<file path="config.mk">
export PLATFORM = sky130hd
export DESIGN_NAME = piso_ser_flat
export DESIGN_NICKNAME = d
export VERILOG_FILES = /design/src/rtl/piso_ser_if.sv /design/src/rtl/piso_ser.sv /design/src/flat_wrapper.sv
export SDC_FILE = /design/constraint.sdc
export NUM_CORES = 1
export LEC_CHECK = 0
export BUFFER_PORTS_ARGS = -buffer_cell sky130_fd_sc_hd__buf_2
export CORE_ASPECT_RATIO = 0.8
export CORE_UTILIZATION = 34
export CTS_BUF_LIST = sky130_fd_sc_hd__clkbuf_2 sky130_fd_sc_hd__clkbuf_4 sky130_fd_sc_hd__clkbuf_8
export DETAILED_ROUTE_END_ITERATION = 6
export PLACE_DENSITY_LB_ADDON = 0.05
export SKIP_LAST_GASP = 1
export SLEW_MARGIN = 20
export SYNTH_ARGS = -nofsm -noshare
export SYNTH_HDL_FRONTEND = slang
export SYNTH_SLANG_ARGS = --single-unit
</file>
<file path="constraint.sdc">
create_clock -name clk -period 1.3 [get_ports clk]
set_input_delay 0.065 -clock clk [delete_from_list [all_inputs] [get_ports clk]]
set_output_delay 0.065 -clock clk [all_outputs]
set_load 0.02 [all_outputs]
</file>
<file path="src/rtl/piso_ser_if.sv">
// Parallel-in / serial-out handshake bundle: word load on one side, bit stream on the other.
interface piso_ser_if #(
  parameter int DATA_W = 8
);
  logic              parallel_valid_i;
  logic [DATA_W-1:0] parallel_i;
  logic              parallel_ready_o;
  logic              serial_o;
  logic              valid_o;
  logic              serial_ready_i;
  logic              last_o;
  logic              empty_o;

  // master: word producer and bit consumer; slave: the serializer itself
  modport master (
    output parallel_valid_i, parallel_i, serial_ready_i,
    input  parallel_ready_o, serial_o, valid_o, last_o, empty_o
  );

  modport slave (
    input  parallel_valid_i, parallel_i, serial_ready_i,
    output parallel_ready_o, serial_o, valid_o, last_o, empty_o
  );
endinterface

</file>
<file path="src/rtl/piso_ser.sv">
// Parallel-to-serial shifter with valid/ready on both sides; a new word may be
// loaded in the same cycle the final bit of the current word is consumed.
module piso_ser #(
  parameter int DATA_W    = 8,
  parameter bit MSB_FIRST = 1'b1
) (
  input  logic         clk,
  input  logic         reset_n,
  piso_ser_if.slave    bus
);
  localparam int CNT_W = $clog2(DATA_W + 1);

  typedef enum logic {IDLE = 1'b0, SHIFT = 1'b1} state_t;

  state_t            state_q;
  logic [DATA_W-1:0] shift_q;
  logic [CNT_W-1:0]  cnt_q;
  logic [DATA_W-1:0] shift_next;

  logic valid;
  logic last;
  logic consume;
  logic ready;
  logic load;

  assign valid   = (state_q == SHIFT);
  assign last    = valid && (cnt_q == CNT_W'(1));
  assign consume = valid && bus.serial_ready_i;
  // Ready reaches back through serial_ready_i so the next word loads with no bubble
  assign ready   = (state_q == IDLE) || (consume && last);
  assign load    = bus.parallel_valid_i && ready;

  always_comb begin
    shift_next = '0;
    if (MSB_FIRST) begin
      shift_next = {shift_q[DATA_W-2:0], 1'b0};
    end else begin
      shift_next = {1'b0, shift_q[DATA_W-1:1]};
    end
  end

  always_ff @(posedge clk or negedge reset_n) begin
    if (!reset_n) begin
      state_q <= IDLE;
      shift_q <= '0;
      cnt_q   <= '0;
    end else if (load) begin
      state_q <= SHIFT;
      shift_q <= bus.parallel_i;
      cnt_q   <= CNT_W'(DATA_W);
    end else if (consume) begin
      if (last) begin
        state_q <= IDLE;
        shift_q <= '0;
        cnt_q   <= '0;
      end else begin
        shift_q <= shift_next;
        cnt_q   <= cnt_q - CNT_W'(1);
      end
    end
  end

  assign bus.parallel_ready_o = ready;
  assign bus.valid_o          = valid;
  assign bus.empty_o          = !valid;
  assign bus.last_o           = last;
  assign bus.serial_o         = valid && (MSB_FIRST ? shift_q[DATA_W-1] : shift_q[0]);
endmodule

</file>
<file path="src/flat_wrapper.sv">
// flat-port wrapper written by rule: the top's interface ports become plain ports
module piso_ser_flat 
#(
  parameter int DATA_W    = 8,
  parameter bit MSB_FIRST = 1'b1
)
  (clk, reset_n, bus_parallel_valid_i, bus_parallel_i, bus_serial_ready_i, bus_parallel_ready_o, bus_serial_o, bus_valid_o, bus_last_o, bus_empty_o);
  piso_ser_if #(.DATA_W(DATA_W)) bus_i ();
  input  logic clk;
  input  logic reset_n;
  input wire logic [$bits(bus_i.parallel_valid_i)-1:0] bus_parallel_valid_i;
  input wire logic [$bits(bus_i.parallel_i)-1:0] bus_parallel_i;
  input wire logic [$bits(bus_i.serial_ready_i)-1:0] bus_serial_ready_i;
  output wire logic [$bits(bus_i.parallel_ready_o)-1:0] bus_parallel_ready_o;
  output wire logic [$bits(bus_i.serial_o)-1:0] bus_serial_o;
  output wire logic [$bits(bus_i.valid_o)-1:0] bus_valid_o;
  output wire logic [$bits(bus_i.last_o)-1:0] bus_last_o;
  output wire logic [$bits(bus_i.empty_o)-1:0] bus_empty_o;
  assign bus_i.parallel_valid_i = bus_parallel_valid_i;
  assign bus_i.parallel_i = bus_parallel_i;
  assign bus_i.serial_ready_i = bus_serial_ready_i;
  assign bus_parallel_ready_o = bus_i.parallel_ready_o;
  assign bus_serial_o = bus_i.serial_o;
  assign bus_valid_o = bus_i.valid_o;
  assign bus_last_o = bus_i.last_o;
  assign bus_empty_o = bus_i.empty_o;
  piso_ser #(.DATA_W(DATA_W), .MSB_FIRST(MSB_FIRST)) u_core (.clk(clk), .reset_n(reset_n), .bus(bus_i));
endmodule
</file>
# --- After elaboration in Yosys (flattened, before gate mapping) ---
# Cells that the tools add are included.
totals:
  reg_bits: 13
  input_bits: 12
  out_inout_bits: 5
  elab_cells: 25
op_classes:
  add_sub_neg: 1
  n_eq_ne: 1
  muxes: 9
  bitwise: 1
  reduce_logical: 10
ops:
  columns: ["operator", "count"]
  rows:
  - ["8-bit two-way mux", 3]
  - ["4-bit two-way mux", 3]
  - ["1-bit logical AND", 5]
  - ["4-bit by 1-bit == test with 1-bit output, second input constant", 1]
  - ["2-bit nonzero test", 2]
  - ["4-bit by 1-bit subtractor with 4-bit output, second input constant", 1]
  - ["1-bit two-way mux", 3]
  - ["2-bit AND reduction", 1]
  - ["1-bit logical NOT", 1]
  - ["1-bit logical OR", 1]
  - ["1-bit inverter", 1]

# --- Depth between registers and ports, before layout ---
# Gate-level depths: netlist of run 1.
depth:
  depth_word: 7
  ltp_mapped: 5
  mapped_depth_nobuf: 5

# --- Worst setup path before layout of run 1 ---
# OpenSTA, ideal clock, no wires.
synth_path:
  path_kind: "flip-flop to flip-flop"
  startpoint: "register u_core.cnt_q[1]"
  endpoint: "register u_core.shift_q[5]"
  setup_time_ns: 0.126
  arrival_ns: 1.294
  t_required_ns: 1.174
  setup_slack_ns: -0.120
  stages_incl_launch_ff: 6
  path_buffers: 0
  period_less_slack_ns: 1.420
  cell_sequence: "dfrtp_1 inv_1 ha_1 nor3b_2 nor2_2 a221o_1"
synth_via:
  elab_chain_cells: 6
  word_cells_on_any_way: 9
  classes_between: "1 x eq/ne; 3 x mux; 5 x reduce/logical"
synth_rtl:
  columns: ["element", "line", "source"]
  rows:
  - ["from (decl)", "piso_ser.sv:17", "logic [CNT_W-1:0] cnt_q;"]
  - ["from (signal assigned)", "piso_ser.sv:50", "cnt_q <= CNT_W'(DATA_W);"]
  - ["from (signal assigned)", "piso_ser.sv:58", "cnt_q <= cnt_q - CNT_W'(1);"]
  - ["4-bit by 1-bit == test with 1-bit output *", "piso_ser.sv:27", "assign last = valid && (cnt_q == CNT_W'(1));"]
  - ["1-bit logical AND *", "piso_ser.sv:27", null]
  - ["1-bit logical AND", "piso_ser.sv:30", "assign ready = (state_q == IDLE) || (consume && last);"]
  - ["1-bit logical OR", "piso_ser.sv:30", null]
  - ["1-bit logical AND", "piso_ser.sv:31", "assign load = bus.parallel_valid_i && ready;"]
  - ["8-bit two-way mux or 2-bit nonzero test (tied branches)", null, null]
  - ["to (signal assigned)", "piso_ser.sv:49", "shift_q <= bus.parallel_i;"]
  - ["to (signal assigned)", "piso_ser.sv:57", "shift_q <= shift_next;"]
  - ["to (decl)", "piso_ser.sv:16", "logic [DATA_W-1:0] shift_q;"]
# Every way passes the cells marked *; elsewhere a longest branch is shown, timed or not. The select of a mux whose other input is x is not followed.
# A chain may end at the register's enable or synchronous reset.

# --- Worst setup path in the final report of run 1 ---
layout_path:
  startpoint: "register u_core.cnt_q[0]"
  endpoint: "output port bus_last_o"
layout_via:
  elab_chain_cells: 2
layout_rtl:
  columns: ["element", "line", "source"]
  rows:
  - ["4-bit by 1-bit == test with 1-bit output", "piso_ser.sv:27", null]
  - ["1-bit logical AND", "piso_ser.sv:27", null]
  - ["to (decl)", "flat_wrapper.sv:17", "output wire logic [$bits(bus_i.last_o)-1:0] bus_last_o;"]
# Every way passes these cells.

==> flow_summary.toml, run 1 <==
[place]
placed_area_um2 = 858
placed_cells = 104
pre_cts_ws_ps = -122
hpwl_mm = 1.08
port_buffers = 16
place_congestion = 0.827

[global_route]
grt_pass1_wl_mm = 2.69
antenna_found_initial = 0
met3_usage = 0.0769
grt_pass1_vias = 595
busiest_layer = "met2"
grt_util_all_layers = 0.174
use_met2 = 0.239
use_met1 = 0.235
grt_max_degree = 14
overflow = 0

[logic_synthesis]
synth_warnings = 0
netlist_area_um2 = 671
ys_async_sr_fraction = 1.00
synth_nets = 72
synth_area_per_cell_um2 = 11.6
synth_top_cell_area_share = 0.485
ys_ff_latch = 13
syn_inst = 58
synth_most_common_cell = "dfrtp_1"
synth_edf_count = 0
yosys.area.top_type = "dfrtp_1"
netlist_top_cells_area = "dfrtp_1 49%, a221o_1 10%, and2_0 5.6%, ha_1 3.7%, a21boi_4 2.8%"
synth_common_cells = "13 x dfrtp_1, 7 x a221o_1, 6 x and2_0, 4 x inv_1, 3 x and2_1"
yosysSeqAreaShare = 0.485
synthFlopType = "dfrtp_1"
synth_cell_types = 26

[cts]
cts_tree = "yes"
clockBufferDepth = 2
cts_made_buffers = 3
cts-htree-levels = 1
clk_pin_slew_ps = 80
cts_sinks = 13
insertion_delay_ps = 270
cts_root_buf = "clkbuf_4"

[routing]
drt_wl_total_mm = 1.65
firstDrtPassIters = 6
drtIter0Drc = 11
ant_nets = 0
viasPerCell = 5.21
vias = 604
wl_per_cell_um = 14.2
drcViolationCount = 0

[timing]
finalCritPeriodShare = 1.16
hold_viol_final = 0
rsz0062_at_grt = "yes"
setup_slack_ps = -207
fin_crit_ps = 1510
worst_pin_slew_ps = 391
setup_viol = 14
skew_ps = 2.02
relSlewSlack = 0.732
slew_viol_final = 0
fmax_ghz = 0.664
hold_ws_ps = 7.60
setup_tns_ps = -2060

[power_and_ir_drop]
power.leakage_nw = 0.498
total_power_mw = 1.97
p_per_area_mw_per_mm2 = 1980
peakVddDrop_mv = 1.28

[run]
cap_violations = 0

[final_layout]
fillerInstances = 146
layoutNonFillerInstCount = 116
fin_util = 0.571
layout-drive-gt1-share = 0.500
diodes = 0
synthToLayoutAreaGrowth_pct = 48.1
finish.instance_area_um2 = 993
layout.nets = 109

[setup_path]
worst_ep_arrival_time_ps = 1440
reg2regPathDepth = 7
cp_max_fo = 3
end_kind = "output port"
cp_cell_sequence = "ha_4 -> nor3b_4 -> buf_4 -> and2_4 -> buf_6"
cp.required_ps = 1240
worst-setup-path-type = "reg -> out"
max_stage_delay_ps = 430
start_kind = "flip-flop"
slowest_stage = "dfrtp_1"

[min_path]
min_path_cells = 2
hp-class = "in -> reg"

[floorplan]
start_util = 0.385
boundaryPins = 17
row_count = 13
die_y_um = 41.7
coreArea_mm2 = 0.00174
die-area_mm2 = 0.00216
fp.dieW_um = 51.7

[status]
status = "finished with violations"
violations = "setup timing"
[worst max-delay path: cells and delay by family, from the launching register on]
kind | cells | cell delay [ps]
buffers and inverters | 2 | 260
DFF | 1 | 430
and+or+nand+nor | 2 | 300
adders and majority gates | 1 | 180
[placed cells by master, fill, tap and decap left out, drive strengths merged, types with 2 or more instances in the layout]
master  instances
dfrtp          13
a221o           7
o21ai           2
nor2            2
a21boi          3
clkbuf          4
buf            32
nand2           2
inv             4
ha              2
and2            9
[kinds of logic after synthesis]
logic type | synth area share
simple gates | 0.164
compound gates | 0.244
buf+inv | 0.0373
mux | 0.0317
flops | 0.485
fa+ha+maj | 0.0373
[where the power goes]
| part | switching (mW) | internal [mW] |
|---|---|---|
| registers | 0.109 | 0.558 |
| clock network | 0.132 | 0.140 |
| logic | 0.445 | 0.582 |
| total | 0.685 | 1.28 |
[state kept, by name (all words and copies together), names as in the netlist]
signal,cells
u_core.bus.valid_o,1
u_core.cnt_q,4
u_core.shift_q,8
[layout make-up]
| cell class | instances | area, um^2 | share of cell area |
|---|---|---|---|
| clock buffer | 4 | 30.0 | 0.0302 |
| inverter | 4 | 15.0 | 0.0151 |
| multi-input combinational | 40 | 364 | 0.366 |
| sequential | 13 | 327 | 0.329 |
| tap | 22 | 27.5 | 0.0277 |
| timing repair buffer | 33 | 230 | 0.232 |
[per-layer routing]
metal | up-vias | share of wire
li1 | 294 | -
met1 | 290 | 0.50
met2 | 16 | 0.44
met3 | 4 | 0.052
met4 | 0 | 0.013
met5 | - | 0
[repair_timing]
| item | CTS | global route |
|---|---|---|
| endpoints found under the setup margin | 13 | 14 |
| gates cloned | 0 | 1 |
| buffers inserted | 4 | 2 |
| hold buffers | 1 | 0 |
| resized for setup | 8 | 6 |
| endpoints found under the hold margin | 13 | 0 |
| pin swaps | 2 | 4 |
[path summary, 6_finish.rpt]
check	from	to	slack, ps
worst min register to register	u_core.shift_q[6]	u_core.shift_q[7]	510
worst max-delay path	u_core.cnt_q[0]	bus_last_o	-210
max in group asynchronous	reset_n	u_core.bus.valid_o	870
worst min-delay path	bus_parallel_i[0]	u_core.shift_q[0]	8
min in group asynchronous	reset_n	u_core.bus.valid_o	190
worst max register to register	u_core.cnt_q[1]	u_core.shift_q[2]	-190
Note: power is estimated with default switching activity, not from simulation.
==> run 2: changes to the inputs <==
--- a/config.mk
+++ b/config.mk
@@ -6,13 +6,14 @@
 export NUM_CORES = 1
 export LEC_CHECK = 0
 export BUFFER_PORTS_ARGS = -buffer_cell sky130_fd_sc_hd__buf_2
-export CORE_ASPECT_RATIO = 0.8
-export CORE_UTILIZATION = 34
+export CORE_AREA = 2 2 39 41
 export CTS_BUF_LIST = sky130_fd_sc_hd__clkbuf_2 sky130_fd_sc_hd__clkbuf_4 sky130_fd_sc_hd__clkbuf_8
 export DETAILED_ROUTE_END_ITERATION = 6
+export DIE_AREA = 0 0 41 43
 export PLACE_DENSITY_LB_ADDON = 0.05
 export SKIP_LAST_GASP = 1
 export SLEW_MARGIN = 20
 export SYNTH_ARGS = -nofsm -noshare
 export SYNTH_HDL_FRONTEND = slang
 export SYNTH_SLANG_ARGS = --single-unit
+export TNS_END_PERCENT = 100
==> constraint.sdc (replaced) <==
create_clock -name clk -period 1.7 [get_ports clk]
set_input_delay 0.085 -clock clk [delete_from_list [all_inputs] [get_ports clk]]
set_output_delay 0.085 -clock clk [all_outputs]
set_load 0.02 [all_outputs]
==> flow_summary.toml, run 2 (synthesized netlist as in run 1, its figures left out) <==
[final_layout]
mostFrequentLayoutCells = "15 x buf_2, 13 x dfrtp_1, 7 x a221o_1, 6 x and2_0"
layout.nets = 94
largest_register_ffs = 8
regMostFlops = "u_core.shift_q"
synthToLayoutAreaGrowth_pct = 23.7
diodes = 0
final_common_cell = "buf_2"
layout-drive-gt1-share = 0.354
layoutNonFillerInstCount = 95
fillerInstances = 119

[floorplan]
die_y_um = 43
start_util = 0.485
boundaryPins = 17
fp.dieW_um = 41
row_count = 14
coreArea_mm2 = 0.00138
die-area_mm2 = 0.00176

[routing]
ant_nets = 0
vias = 516
drtIter0Drc = 3
wl_per_cell_um = 13.4
drt_wl_total_mm = 1.27
firstDrtPassIters = 4
viasPerCell = 5.43
drcViolationCount = 0

[timing]
worst_pin_slew_ps = 527
rsz0062_at_grt = "no"
relSlewSlack = 0.639
setup_viol = 0
fmax_ghz = 0.624
fin_crit_ps = 1600
skew_ps = 3.91
slew_viol_final = 0
hold_viol_final = 0
finalCritPeriodShare = 0.943
setup_tns_ps = 0

[power_and_ir_drop]
total_power_mw = 1.23
p_per_area_mw_per_mm2 = 1480
power.leakage_nw = 0.419
peakVddDrop_mv = 0.900

[setup_path]
end_kind = "output port"
worst_ep_arrival_time_ps = 1520
crit_path_end = "bus_last_o"
worstReg2RegEnd = "u_core.shift_q[4]"
worst-setup-path-type = "reg -> out"
start_kind = "flip-flop"
cp_max_fo = 4
r2r_slack_ps = 170
critPathLaunch = "u_core.cnt_q[1]"
r2r_start = "u_core.cnt_q[1]"
reg2regPathDepth = 5
cp.required_ps = 1620

[cts]
clk_pin_slew_ps = 80
cts_made_buffers = 3
cts_tree = "yes"
insertion_delay_ps = 280
cts-htree-levels = 1
cts_root_buf = "clkbuf_4"
clockBufferDepth = 2
postCtsSetupRepairBufs = 0
cts_sinks = 13

[run]
cap_violations = 0

[place]
place_congestion = 0.784
port_buffers = 16
hpwl_um = 936
placed_cells = 90

[global_route]
grt_pass1_vias = 489
grt_util_all_layers = 0.178
overflow = 0
grt_max_degree = 14
antenna_found_initial = 0
grt_pass1_wl_mm = 2.08

[status]
status = "complete, no violations"

[min_path]
hp-class = "in -> reg"
==> run 2: repair_timing <==
item                                    in CTS  in global routing
endpoints found under the hold margin       13                  0
hold buffers                                 1                  0
endpoints found under the setup margin       0                  1
gates resized for setup                      0                  4
==> run 2: worst max-delay path, cell delays in order (launching register included) <==
cell and delay (ps):
dfrtp_1 410, inv_1 90, ha_2 200, nor3b_4 230, and2_4 180, buf_4 130
==> run 2: area by class of cell <==
class | instances | area [um^2] | area share
clock buffers | 4 | 30.0 | 0.0362
inverters | 4 | 15.0 | 0.0181
multi-input cells | 39 | 332 | 0.400
flip-flops and latches | 13 | 325 | 0.392
well taps | 16 | 20.0 | 0.0241
repair buffers | 19 | 108 | 0.130
==> run 2: how the worst min path moves through the flow <==
stage | slack (ps) | start | depth (start not counted) | to
3_5_place_dp | -10 | reset_n | 1 | u_core.bus.valid_o
3_3_place_gp | -10 | reset_n | 1 | u_core.bus.valid_o
4_1_cts | 20 | bus_parallel_i[0] | 2 | u_core.shift_q[0]
5_1_grt | 30 | bus_parallel_i[0] | 2 | u_core.shift_q[0]
6_report | 30 | bus_parallel_i[0] | 2 | u_core.shift_q[0]
2_1_floorplan | -210 | reset_n | 0 | u_core.bus.valid_o
==> run 2: routing by layer <==
layer  up-vias  part of all wire  GRT usage
li1        259                 -          -
met1       243              0.52      0.269
met2        12              0.42      0.231
met3         2             0.045     0.0628
met4         0             0.013     0.0600
met5         -                 0          0
==> run 2: where the power goes <==
| part | internal [mW] | switching [mW] | leakage, nW |
|---|---|---|---|
| combinational | 0.257 | 0.239 | 0.235 |
| sequential | 0.426 | 0.0990 | 0.165 |
| clock | 0.107 | 0.100 | 0.0184 |
==> run 2: through the flow <==
stage	utilization	hold slack (ps)	instance area (um^2)	setup WS [ps]
6_report	0.599	28.6	830	96.5
3_3_place_gp	0.561	-13.2	776	213
5_1_grt	0.599	26.1	830	3.59
3_5_place_dp	0.561	-12.0	776	169
2_1_floorplan	-	-211	671	280
4_1_cts	0.590	23.9	816	55.0
